[src/rtl/gon_sched_ctrl.sv]
// gon_sched_ctrl: sequencer for the global output network (GON).
// Shifts PE column IDs into the X scan chains and row IDs into the Y scan
// chain, then walks row-major over a drain_rows x drain_cols window of PEs,
// steering tag_Y/tag_X and advancing one PE per GON_valid & GON_ready.
//
//   state    | meaning
//   ---------+---------------------------------------------------------
//   S_IDLE   | waiting for cfg_start / drain_start
//   S_SCAN_X | shifting NUM_ROW*NUM_COL column IDs into the X chains
//   S_SCAN_Y | shifting NUM_COL row IDs (padding first) into the Y chain
//   S_DRAIN  | tags select the current PE, one PE per handshake
//   S_FIN    | one-cycle done pulse, tags parked at all-ones
module gon_sched_ctrl #(
    parameter int NUM_ROW  = 6,
    parameter int NUM_COL  = 8,
    parameter int XID_BITS = 5,
    parameter int YID_BITS = 4
) (
    input  logic                           clk,
    input  logic                           rst,
    input  logic                           cfg_start,
    input  logic                           drain_start,
    input  logic [$clog2(NUM_ROW+1)-1:0]   drain_rows,
    input  logic [$clog2(NUM_COL+1)-1:0]   drain_cols,
    input  logic                           GON_valid,
    input  logic                           GON_ready,
    output logic                           set_XID,
    output logic [XID_BITS-1:0]            XID_scan_in,
    output logic                           set_YID,
    output logic [YID_BITS-1:0]            YID_scan_in,
    output logic [XID_BITS-1:0]            tag_X,
    output logic [YID_BITS-1:0]            tag_Y,
    output logic                           busy,
    output logic                           done,
    output logic [15:0]                    drain_cnt
);

    localparam int RW  = $clog2(NUM_ROW + 1);
    localparam int CW  = $clog2(NUM_COL + 1);
    localparam int NPE = NUM_ROW * NUM_COL;
    localparam int KW  = $clog2(NPE + 1);

    typedef enum logic [2:0] {
        S_IDLE   = 3'd0,
        S_SCAN_X = 3'd1,
        S_SCAN_Y = 3'd2,
        S_DRAIN  = 3'd3,
        S_FIN    = 3'd4
    } state_t;

    state_t              state_q, state_d;
    logic [KW-1:0]       k_q, k_d;
    logic [XID_BITS-1:0] x_q, x_d;
    logic [YID_BITS-1:0] y_q, y_d;
    logic [RW-1:0]       rows_q, rows_d;
    logic [CW-1:0]       cols_q, cols_d;
    logic [15:0]         drain_cnt_q, drain_cnt_d;

    logic                set_xid_q, set_xid_d;
    logic [XID_BITS-1:0] xid_scan_q, xid_scan_d;
    logic                set_yid_q, set_yid_d;
    logic [YID_BITS-1:0] yid_scan_q, yid_scan_d;
    logic [XID_BITS-1:0] tag_x_q, tag_x_d;
    logic [YID_BITS-1:0] tag_y_q, tag_y_d;
    logic                busy_q, busy_d;
    logic                done_q, done_d;

    logic [RW-1:0]       rows_cl;
    logic [CW-1:0]       cols_cl;
    logic                hs;
    logic                x_last;
    logic                y_last;

    assign hs      = GON_valid & GON_ready;
    assign rows_cl = (drain_rows > RW'(NUM_ROW)) ? RW'(NUM_ROW) : drain_rows;
    assign cols_cl = (drain_cols > CW'(NUM_COL)) ? CW'(NUM_COL) : drain_cols;
    assign x_last  = (x_q == XID_BITS'(cols_q) - XID_BITS'(1));
    assign y_last  = (y_q == YID_BITS'(rows_q) - YID_BITS'(1));

    // State, walk counters and registered outputs.
    always_ff @(posedge clk or posedge rst) begin
        if (rst) begin
            state_q     <= S_IDLE;
            k_q         <= '0;
            x_q         <= '0;
            y_q         <= '0;
            rows_q      <= '0;
            cols_q      <= '0;
            drain_cnt_q <= '0;
            set_xid_q   <= 1'b0;
            xid_scan_q  <= '0;
            set_yid_q   <= 1'b0;
            yid_scan_q  <= '0;
            tag_x_q     <= '1;
            tag_y_q     <= '1;
            busy_q      <= 1'b0;
            done_q      <= 1'b0;
        end else begin
            state_q     <= state_d;
            k_q         <= k_d;
            x_q         <= x_d;
            y_q         <= y_d;
            rows_q      <= rows_d;
            cols_q      <= cols_d;
            drain_cnt_q <= drain_cnt_d;
            set_xid_q   <= set_xid_d;
            xid_scan_q  <= xid_scan_d;
            set_yid_q   <= set_yid_d;
            yid_scan_q  <= yid_scan_d;
            tag_x_q     <= tag_x_d;
            tag_y_q     <= tag_y_d;
            busy_q      <= busy_d;
            done_q      <= done_d;
        end
    end

    // Next state and walk counters; in SCAN_X, x counts columns downward.
    always_comb begin
        state_d     = state_q;
        k_d         = k_q;
        x_d         = x_q;
        y_d         = y_q;
        rows_d      = rows_q;
        cols_d      = cols_q;
        drain_cnt_d = drain_cnt_q;
        case (state_q)
            S_IDLE: begin
                if (cfg_start) begin
                    state_d = S_SCAN_X;
                    k_d     = '0;
                    x_d     = XID_BITS'(NUM_COL - 1);
                end else if (drain_start) begin
                    rows_d      = rows_cl;
                    cols_d      = cols_cl;
                    drain_cnt_d = '0;
                    x_d         = '0;
                    y_d         = '0;
                    if ((rows_cl == '0) || (cols_cl == '0)) begin
                        state_d = S_FIN;
                    end else begin
                        state_d = S_DRAIN;
                    end
                end
            end
            S_SCAN_X: begin
                if (k_q == KW'(NPE - 1)) begin
                    state_d = S_SCAN_Y;
                    k_d     = '0;
                end else begin
                    k_d = k_q + KW'(1);
                    x_d = (x_q == '0) ? XID_BITS'(NUM_COL - 1) : x_q - XID_BITS'(1);
                end
            end
            S_SCAN_Y: begin
                if (k_q == KW'(NUM_COL - 1)) begin
                    state_d = S_FIN;
                end else begin
                    k_d = k_q + KW'(1);
                end
            end
            S_DRAIN: begin
                if (hs) begin
                    if (drain_cnt_q != 16'hFFFF) begin
                        drain_cnt_d = drain_cnt_q + 16'd1;
                    end
                    if (x_last) begin
                        x_d = '0;
                        if (y_last) begin
                            state_d = S_FIN;
                        end else begin
                            y_d = y_q + YID_BITS'(1);
                        end
                    end else begin
                        x_d = x_q + XID_BITS'(1);
                    end
                end
            end
            S_FIN: begin
                state_d = S_IDLE;
            end
            default: begin
                state_d = S_IDLE;
            end
        endcase
    end

    // Output values for the upcoming cycle, derived from the next state.
    always_comb begin
        set_xid_d  = (state_d == S_SCAN_X);
        xid_scan_d = set_xid_d ? x_d : '0;
        set_yid_d  = (state_d == S_SCAN_Y);
        yid_scan_d = '0;
        if (set_yid_d) begin
            if (k_d < KW'(NUM_COL - NUM_ROW)) begin
                yid_scan_d = '1;
            end else begin
                yid_scan_d = YID_BITS'(NUM_COL - 1) - YID_BITS'(k_d);
            end
        end
        tag_x_d = (state_d == S_DRAIN) ? x_d : '1;
        tag_y_d = (state_d == S_DRAIN) ? y_d : '1;
        busy_d  = (state_d != S_IDLE);
        done_d  = (state_d == S_FIN);
    end

    assign set_XID     = set_xid_q;
    assign XID_scan_in = xid_scan_q;
    assign set_YID     = set_yid_q;
    assign YID_scan_in = yid_scan_q;
    assign tag_X       = tag_x_q;
    assign tag_Y       = tag_y_q;
    assign busy        = busy_q;
    assign done        = done_q;
    assign drain_cnt   = drain_cnt_q;

endmodule

[config.mk]
export PLATFORM = sky130hd
export DESIGN_NAME = gon_sched_ctrl
export DESIGN_NICKNAME = d
export VERILOG_FILES = /design/src/rtl/gon_sched_ctrl.sv
export SDC_FILE = /design/constraint.sdc
export NUM_CORES = 1
export LEC_CHECK = 0
export BUFFER_PORTS_ARGS = -buffer_cell sky130_fd_sc_hd__buf_4
export CAP_MARGIN = 25
export CORE_ASPECT_RATIO = 0.6
export CORE_MARGIN = 4
export CORE_UTILIZATION = 46
export CTS_BUF_LIST = sky130_fd_sc_hd__clkbuf_4 sky130_fd_sc_hd__clkbuf_8 sky130_fd_sc_hd__clkbuf_16
export DETAILED_ROUTE_END_ITERATION = 10
export PLACE_DENSITY = 0.72
export SLEW_MARGIN = 40
export SYNTH_ARGS = -nofsm -noshare
export SYNTH_HDL_FRONTEND = slang
export SYNTH_SLANG_ARGS = --single-unit
[constraint.sdc]
create_clock -name clk -period 2.9 [get_ports clk]
set_clock_uncertainty 0.15 [all_clocks]
set_input_delay 0.29 -clock clk [delete_from_list [all_inputs] [get_ports clk]]
set_output_delay 0.29 -clock clk [all_outputs]
set_load 0.005 [all_outputs]
==> results.py <==
metrics = {
    "min_path": {
        "hold_start": "drain_rows[2]",
        "hold_path.class": "in -> reg",
        "min_path_cells": 3,
        "min_to": "rows_q[2]",
    },
    "clock_network": {
        "cts.repair.resized": 0,
        "numCtsBuffers": 9,
        "cts_setup_buffers": 0,
        "clock_latency_ns": 0.33,
        "cts.path.max_buffers": 2,
        "clock-sinks": 63,
        "htree_levels": 3,
        "root_buffer": "clkbuf_16",
        "cts_tree": "done",
        "cts.reportedPaths.clkPinSlew_ns": 0.05,
    },
    "logic_synthesis": {
        "synth_edf_count": 0,
        "yosysTopAreaCell": "dfrtp_1",
        "yosys-top-cells-count": "dfrtp_1, nand2_1, nor2_1, inv_1, o21ai_0",
        "synth_top_area_share_pct": 39.3,
        "syn-cell-area_um2": 3440,
        "seq_area_frac_synth_pct": 46.1,
        "syn_inst": 367,
        "synth_fp_nets": 387,
        "post_synth_num_cell_types": 66,
        "synth_async_sr_flop_share_pct": 100,
        "syn_area_per_cell_um2": 9.38,
        "synth_top_flop_cell": "dfrtp_1",
        "synth-seq-cells": 63,
        "post-synth-top-count-cell": "dfrtp_1",
        "yosysWarningCount": 0,
        "ys_top_cells_by_area": "dfrtp_1, dfstp_2, nand2_1",
    },
    "critical_path": {
        "cpPeakStageDelay_ns": 0.52,
        "reg2reg_from": "cols_q[0]",
        "crit_type": "reg -> reg",
        "critical_path_arrival_ns": 2.58,
        "crit_chain": "inv_1 > ha_1 > xnor2_1 > nor3_1 > a21oi_1 > a311oi_1 > nor3_1",
        "cp.required_ns": 2.94,
        "cpMostUsedCell": "nor3_1",
        "cp_max_fo": 5,
        "startpoint_type": "flop",
        "crit_slowest_cell": "a311oi_1",
        "end_kind": "flop",
        "reg2reg_to": "XID_scan_in[4]",
        "ff2ff_path_depth": 7,
        "r2r_slack_ns": 0.36,
    },
    "pwr": {
        "ir_worst_vdd_uv": 451,
        "p_leak_nw": 1.92,
        "finalPower_w": 0.00434,
        "power.density_nw_per_um2": 1020,
    },
    "placement": {
        "dp_hpwl_um": 6000,
        "place.gp.congestion": 0.980,
        "port_buffers": 50,
        "dp_cells": 510,
    },
    "sta": {
        "fin_crit_sh_pct": 87.6,
        "drv_slew": 0,
        "setup-violations-final": 0,
        "max_slew.worst_pin.slew_ns": 0.781,
        "hold_viol_final": 0,
        "period_needed_ns": 2.54,
        "fin_tns_setup_ns": 0,
        "slew_headroom_pct": 47.5,
        "rsz0062_at_grt": "no",
        "max_freq_mhz": 394,
    },
    "routing": {
        "avgViaCountPerCell": 5.56,
        "wl_um": 8300,
        "wire_per_inst_um": 15.8,
        "drtIter0Drc": 431,
        "vias": 2932,
        "drt_drc_violations_left": 0,
        "drtAntennaViolNets": 0,
        "dr.pass1.iters": 5,
    },
    "finish": {
        "regArea_um2": 1590,
        "syn2layout_area_growth_pct": 23.8,
        "num_antenna_cells": 0,
        "drive_gt1_share_pct": 22.2,
        "nFillCells": 612,
        "final_nets": 438,
        "multi_input_area_um2": 1680,
        "final_cells": 527,
    },
    "global_route": {
        "grt_pass1_wl_um": 13800,
        "grt_max_degree": 64,
        "grt-ovfl-total": 0,
        "grt_pass1_vias": 2688,
        "grt_usage_pct": 19.8,
        "antenna_found_initial": 0,
    },
    "status": {
        "status": "finished clean",
    },
    "flow_run": {
        "max_cap_violations": 0,
    },
    "floorplan": {
        "io_pins": 51,
        "rows": 24,
        "die-area_um2": 8980,
        "die_h_um": 75.0,
        "dieWidth_um": 120,
        "core_area_um2": 7270,
        "initial_utilization_pct": 47.4,
    },
}
[per-stage QoR]
step,instance area (µm²),hold WS [ns],setup slack [ns],utilization (%)
3_5_place_dp,3910,0.242,0.343,53.8
2_1_floorplan,3440,0.245,0.733,-
6_report,4260,0.0235,0.360,58.7
4_1_cts,4260,0.0149,0.355,58.7
5_1_grt,4260,0.0365,0.0837,58.7
3_3_place_gp,3910,0.236,0.469,53.8
[sequential cells by signal, summed over array words and instances (netlist names), 3 cells and up]
name,count
x_q,5
tag_Y,4
y_q,4
cols_q,4
XID_scan_in,5
drain_cnt,16
tag_X,5
YID_scan_in,4
k_q,6
state_q,3
rows_q,3
[placed cells by master, fill, tap and decap left out, types with 4 or more instances in the layout]
cell type,instances
mux2i_1,4
dfstp_2,9
nand3_1,16
xor2_1,9
nand2b_1,8
or3_1,8
ha_1,7
buf_4,53
o21ai_0,20
nor3_1,19
xnor2_1,9
inv_1,22
nand2_1,37
nand3b_1,4
o211ai_1,6
nand4_1,6
clkbuf_16,9
a21oi_1,16
nor2_1,29
dfrtp_1,54
[worst max-delay path, delay by kind of cell, from the launching register on]
kind	cells	cell delay [ns]
buffers and inverters	1	0.06
and+or+nand+nor	2	0.57
adders and majority gates	1	0.31
AOI/OAI and AO/OA	2	0.79
xor gates and xnor gates	1	0.15
DFF	1	0.37
[kinds of logic (layout without fill, tap and decap cells)]
group	after synthesis	in the layout	share of synthesized area, %
DFF	63	63	46.1
buffers and inverters	38	94	4.94
AOI/OAI and AO/OA	79	79	16.3
adders and majority gates	7	7	2.54
muxes	4	4	1.16
xor gates and xnor gates	19	19	5.05
and+or+nand+nor	157	157	23.9
[per-layer routing]
| metal | GRT usage (%) | vias up | share of wire [%] |
|---|---|---|---|
| li1 | - | 1407 | - |
| met1 | 29.6 | 1403 | 50 |
| met2 | 27.4 | 117 | 40 |
| met3 | 7.06 | 5 | 9.5 |
| met4 | 5.08 | 0 | 0.84 |
| met5 | 0 | - | 0 |
[area by class of cell]
type                       instances  share of cell area [%]
multi-input combinational        266                    39.5
sequential                        63                    37.2
timing repair buffer              55                    10.0
clock buffer                      10                    5.61
tap                              104                    3.05
clock inverter                     6                    2.52
inverter                          23                    2.03
[worst max-delay path by stage]
stage,start,to,slack [ns],depth (start not counted)
global placement,state_q[1],YID_scan_in[0],0.47,5
CTS,cols_q[0],XID_scan_in[4],0.36,7
finish,cols_q[0],XID_scan_in[4],0.36,7
detailed placement,cols_q[0],XID_scan_in[4],0.34,7
global route,cols_q[0],XID_scan_in[4],0.08,7
floorplan,cols_q[0],XID_scan_in[0],0.73,8
[report_power, final]
part           total, W  internal, W  leakage [nW]  switching (W)
Combinational   0.00165     0.000725         0.934       0.000925
Clock           0.00125     0.000859         0.168       0.000387
Sequential      0.00145      0.00117         0.814       0.000281
[what timing repair did]
item,4_1_cts,5_1_grt
endpoints found under the setup margin,0,0
hold buffers,1,0
endpoints found under the hold margin,54,0
Power figures use the tool's default switching activity.
